### src/rtl/disp_pkg.sv
// rtl/disp_pkg.sv - shared types and sizes for the BCD display feed
package disp_pkg;

    typedef enum logic [1:0] {
        ST_IDLE,
        ST_SAMPLE,
        ST_SHIFT,
        ST_COMMIT
    } disp_state_t;

    localparam int NUM_DIGITS           = 4;
    localparam int BCD_DIGITS           = 5;
    localparam int VALUE_W              = 16;
    localparam int unsigned DEFAULT_REFRESH = 50000;

endpackage

### src/rtl/bcd_add3.sv
// rtl/bcd_add3.sv - double-dabble nibble adjust: add 3 when the digit is 5 or more
module bcd_add3 (
    input  logic [3:0] nibble,
    output logic [3:0] adjusted
);

    assign adjusted = (nibble >= 4'd5) ? nibble + 4'd3 : nibble;

endmodule

### src/rtl/bcd_display_feed.sv
// rtl/bcd_display_feed.sv - periodic sampler converting a result word to four display nibbles
module bcd_display_feed
    import disp_pkg::*;
#(
    parameter int unsigned REFRESH_CYCLES = DEFAULT_REFRESH
) (
    input  logic                    clock,
    input  logic                    reset_n,
    input  logic [VALUE_W-1:0]      value,
    input  logic                    dec_mode,
    input  logic                    hold,
    output logic [4*NUM_DIGITS-1:0] digits,
    output logic                    overflow,
    output logic                    busy,
    output logic                    update
);

    localparam int CNT_W = (REFRESH_CYCLES > 1) ? $clog2(REFRESH_CYCLES) : 1;
    localparam int BCD_W = 4 * BCD_DIGITS;
    localparam int DIG_W = 4 * NUM_DIGITS;

    disp_state_t        state;
    logic [CNT_W-1:0]   refresh_cnt;
    logic               tick;
    logic [4:0]         iter;
    logic [BCD_W-1:0]   acc;
    logic [BCD_W-1:0]   acc_adj;
    logic [VALUE_W-1:0] val_reg;
    logic               dec_reg;
    logic               acc_carry_unused;

    assign tick = (refresh_cnt == CNT_W'(REFRESH_CYCLES - 1));

    for (genvar g = 0; g < BCD_DIGITS; g++) begin : g_add3
        bcd_add3 u_add3 (
            .nibble   (acc[4*g +: 4]),
            .adjusted (acc_adj[4*g +: 4])
        );
    end

    // A 16-bit input never pushes the top BCD digit past 6, so this bit is always shifted out as 0.
    assign acc_carry_unused = acc_adj[BCD_W-1];

    always_ff @(posedge clock) begin
        if (!reset_n) begin
            refresh_cnt <= '0;
        end else begin
            refresh_cnt <= tick ? '0 : refresh_cnt + 1'b1;
        end
    end

    always_ff @(posedge clock) begin
        if (!reset_n) begin
            state    <= ST_IDLE;
            iter     <= '0;
            acc      <= '0;
            val_reg  <= '0;
            dec_reg  <= 1'b0;
            digits   <= '0;
            overflow <= 1'b0;
            busy     <= 1'b0;
            update   <= 1'b0;
        end else begin
            update <= 1'b0;
            case (state)
                ST_IDLE: begin
                    // Ticks arriving while held or mid-conversion are simply lost.
                    if (tick && !hold) begin
                        state <= ST_SAMPLE;
                        busy  <= 1'b1;
                    end
                end
                ST_SAMPLE: begin
                    val_reg <= value;
                    dec_reg <= dec_mode;
                    acc     <= '0;
                    iter    <= '0;
                    state   <= dec_mode ? ST_SHIFT : ST_COMMIT;
                end
                ST_SHIFT: begin
                    acc     <= {acc_adj[BCD_W-2:0], val_reg[VALUE_W-1]};
                    val_reg <= {val_reg[VALUE_W-2:0], 1'b0};
                    iter    <= iter + 1'b1;
                    if (iter == 5'(VALUE_W - 1)) begin
                        state <= ST_COMMIT;
                    end
                end
                ST_COMMIT: begin
                    if (dec_reg) begin
                        digits   <= acc[DIG_W-1:0];
                        overflow <= |acc[BCD_W-1:DIG_W];
                    end else begin
                        digits   <= val_reg;
                        overflow <= 1'b0;
                    end
                    update <= 1'b1;
                    busy   <= 1'b0;
                    state  <= ST_IDLE;
                end
                default: begin
                    state <= ST_IDLE;
                    busy  <= 1'b0;
                end
            endcase
        end
    end

endmodule

### config.mk
export PLATFORM = sky130hd
export DESIGN_NAME = bcd_display_feed
export DESIGN_NICKNAME = d
export VERILOG_FILES = /design/src/rtl/disp_pkg.sv /design/src/rtl/bcd_add3.sv /design/src/rtl/bcd_display_feed.sv
export SDC_FILE = /design/constraint.sdc
export NUM_CORES = 1
export LEC_CHECK = 0
export ABC_AREA = 1
export CORE_MARGIN = 5
export CORE_UTILIZATION = 52
export DETAILED_ROUTE_END_ITERATION = 6
export PLACE_DENSITY = 0.85
export SYNTH_ARGS = -nofsm -noshare
export SYNTH_HDL_FRONTEND = slang
export SYNTH_HIERARCHICAL = 1
export SYNTH_SLANG_ARGS = --single-unit
### constraint.sdc
create_clock -name clock -period 1.6 [get_ports clock]
set_input_delay 0.32 -clock clock [delete_from_list [all_inputs] [get_ports clock]]
set_output_delay 0.32 -clock clock [all_outputs]
set_load 0.02 [all_outputs]
==> implementation parameters <==
Parameter                              Value

Run status
  Status ... finished clean

Pwr
  Lkg Pwr ... between 2 and 2.5 nW
  Worst supply voltage drop on vdd ... around 0.43 mV
  Areal power density over the cells ... about 760 nW/um^2

Worst setup path
  Delay of the slowest cell on the worst path ... roughly 360 ps
  Category of the worst setup path capture point ... flip-flop
  Crit path max fanout ... 14
  Worst setup path category ... flip-flop to flip-flop
  Cell with the most instances on the worst path ... inv_2
  Worst Setup Start Kind ... flip-flop
  Slowest stage cell, crit path ... dfxtp_1
  Crit path depth ... 8
  Crit path max-delay family ... flip-flops
  Cells along the critical path ... inv_2, ha_4, inv_2, or2_4, buf_12, nor2_1, o21ai_0, inv_1
  CP Buf/Inv Count ... 4
  Data arrival, critical path ... approximately 1800 ps
  Worst EP required ... 1890 ps
  Number of cell instances on the worst register-to-register path ... 8

Timing
  Final critical-path share of the clock period ... between 90 and 100%
  Setup total negative slack ... 0 ps
  Number of endpoints with negative hold slack in the final report ... 0
  Minimum clock period after layout ... 1498 ps
  Transition at the pin with the smallest max-transition slack ... 363.4 ps
  Post-Route Skew ... 9.678 ps
  Fmax ... 0.6674 GHz
  Number of failing setup endpoints in the final timing report ... 0
  Worst rel slew slack ... 75.59%
  Count of pins over their slew limit ... 0

Floorplanning
  X dimension of the die ... ~100 um
  Total number of placement rows ... 32
  Area enclosed by the die boundary ... 9831 sq um
  I/O pin count ... 39
  Initial Util ... 53.48%
  Die boundary height ... just under 100 um
  Core area ... 7727 sq um

GRT
  Maximum number of pins on one net before global-route repair ... 31
  Grt total ovfl ... 0
  Via count of the first global-routing pass ... 3786
  Wire length of the first global-routing pass ... between 15000 and 20000 um
  Initial antenna violation count ... 0
  Overall fraction of global-route tracks in use ... 20.16%

Clock tree
  CTS tree ... yes
  Clock slew at reported path FFs ... 80 ps
  Count of hold-fix buffers inserted at cts ... 0
  Worst-Skew Late Latency ... around 350 ps
  Clock buffers created by TritonCTS ... 9
  Clk sink count ... around 80
  H-tree depth reported by CTS ... 3
  Library cell used as clock root buffer ... clkbuf_8
  Buffer levels on the longest clock path ... 2

Detailed routing
  DRT iter0 DRCs ... 256
  Sum of routed wire length over all layers ... about 9800 um
  Post-detailed-route wirelength per cell ... ~13 um
  Post-DRT Antenna Nets ... 0
  Remaining DRCs ... 0
  TritonRoute pass-1 iters ... 4
  Vias ... 3886
  DR vias/cell ... 5.273

Finish
  Layout cell share with drive strength beyond 1 ... 13.86%
  Flip-flop count of the largest register after layout ... 20
  Post-layout net count ... approximately 670
  Register bank with the most flops ... acc
  Non-Filler Instances ... 737
  Layout Utilization ... 64.46%
  Number of antenna repair diodes ... 0
  Layout filler cell count ... 654
  Synth-to-Final Area Change ... 20.53%

Worst hold path
  Worst Hold Path Cells ... 2
  Type of the worst min-delay path ... flip-flop to flip-flop

Place
  IO Port Bufs ... 38
  HPWL after detailed placement ... 6844 um
  Routability congestion estimate ... 0.9026
  Total instance count after detailed placement ... 720

Synthesis
  Mapped Nets ... 621
  Synthesized area per cell ... roughly 7.1 sq um
  Cell area after synthesis ... 4133 sq um
  Cells after Synth ... 583
  Number of warnings issued by yosys ... 6

Flow run
  Reported max-cap violation count ... 0
[path summary, 6_finish.rpt]
kind | from | end | slack (ps)
worst min register to register | refresh_cnt[15] | refresh_cnt[15] | 460
worst max register to register | state[1] | val_reg[12] | 100
worst min-delay path | refresh_cnt[15] | refresh_cnt[15] | 460
worst max-delay path | state[1] | val_reg[12] | 100
[layer usage]
metal  vias up  global-route usage (%)  part of all wire (%)
li1       1941                       -                     -
met1      1795                   24.54                    43
met2       122                   34.25                    48
met3        28                   2.735                   4.8
met4         0                   11.24                   3.5
met5         -                       0                     0
[report_power, final]
| part | switching, W | leakage, nW | internal (W) | total [W] |
|---|---|---|---|---|
| registers | 0.00000440 | 0.637 | 0.00197 | 0.00197 |
| clock network | 0.000702 | 0.114 | 0.000964 | 0.00167 |
| logic | 0.0000568 | 1.40 | 0.0000673 | 0.000124 |
| total | 0.000763 | 2.15 | 0.00300 | 0.00376 |
[area by class of cell]
| cell class | instances | area, sq um | share of cell area, % |
|---|---|---|---|
| Tap cell | 102 | 127.6 | 2.562 |
| Timing Repair inverter | 1 | 5.005 | 0.1005 |
| Inverter | 83 | 316.6 | 6.355 |
| Multi-Input combinational cell | 399 | 2165 | 43.46 |
| Timing Repair Buffer | 57 | 560.5 | 11.25 |
| Clock inverter | 3 | 65.06 | 1.306 |
| Clock buffer | 13 | 158.9 | 3.190 |
| Sequential cell | 79 | 1583 | 31.78 |
[worst reg2reg max path, cell delays in order (launching register included)]
cell	delay [ps]
dfxtp_1	360
inv_2	60
ha_4	300
inv_2	60
or2_4	250
buf_12	160
nor2_1	90
o21ai_0	100
inv_1	60
[timing repair]
item | CTS | global route
endpoints found under the hold margin | 0 | 0
cloned | 0 | 1
endpoints found under the setup margin | 25 | 28
pin swaps | 0 | 1
resized for setup | 18 | 13
buffers inserted | 0 | 0
[cell usage in the layout, fill, tap and decap left out, types with 2 or more instances in the layout]
cell / instances
nor2_4: 10
o21ai_2: 5
dlygate4sd2_1: 17
dfxtp_1: 78
or2_2: 4
nand4_1: 3
ha_1: 17
nand3_1: 12
clkdlybuf4s50_1: 19
dlymetal6s2s_1: 2
inv_2: 8
clkinv_2: 2
o221ai_2: 7
clkbuf_8: 11
nor3_1: 6
o21ai_0: 37
nor2_1: 56
inv_1: 72
a21oi_2: 4
nand2_1: 141
a21oi_1: 65
clkbuf_1: 2
clkinv_1: 2
buf_12: 4
buf_4: 14
o22ai_1: 3
bufinv_16: 2
nand2_2: 6
nor2_2: 2
xnor2_1: 5
xor2_1: 3
[metrics by stage]
stage / total power [W] / hold slack, ps / instance area, sq um / setup slack, ps
floorplan: 0.002069 / 428.7 / 4145 / 36.99
global placement: 0.002144 / 447.1 / 4743 / 101.8
detailed placement: 0.002146 / 451.6 / 4743 / -22.31
CTS: 0.003780 / 464.2 / 4949 / 5.480
global route: 0.003884 / 478.8 / 4981 / -0.9822
finish: 0.003765 / 462.1 / 4981 / 101.7
(Power assumes the default switching activity.)
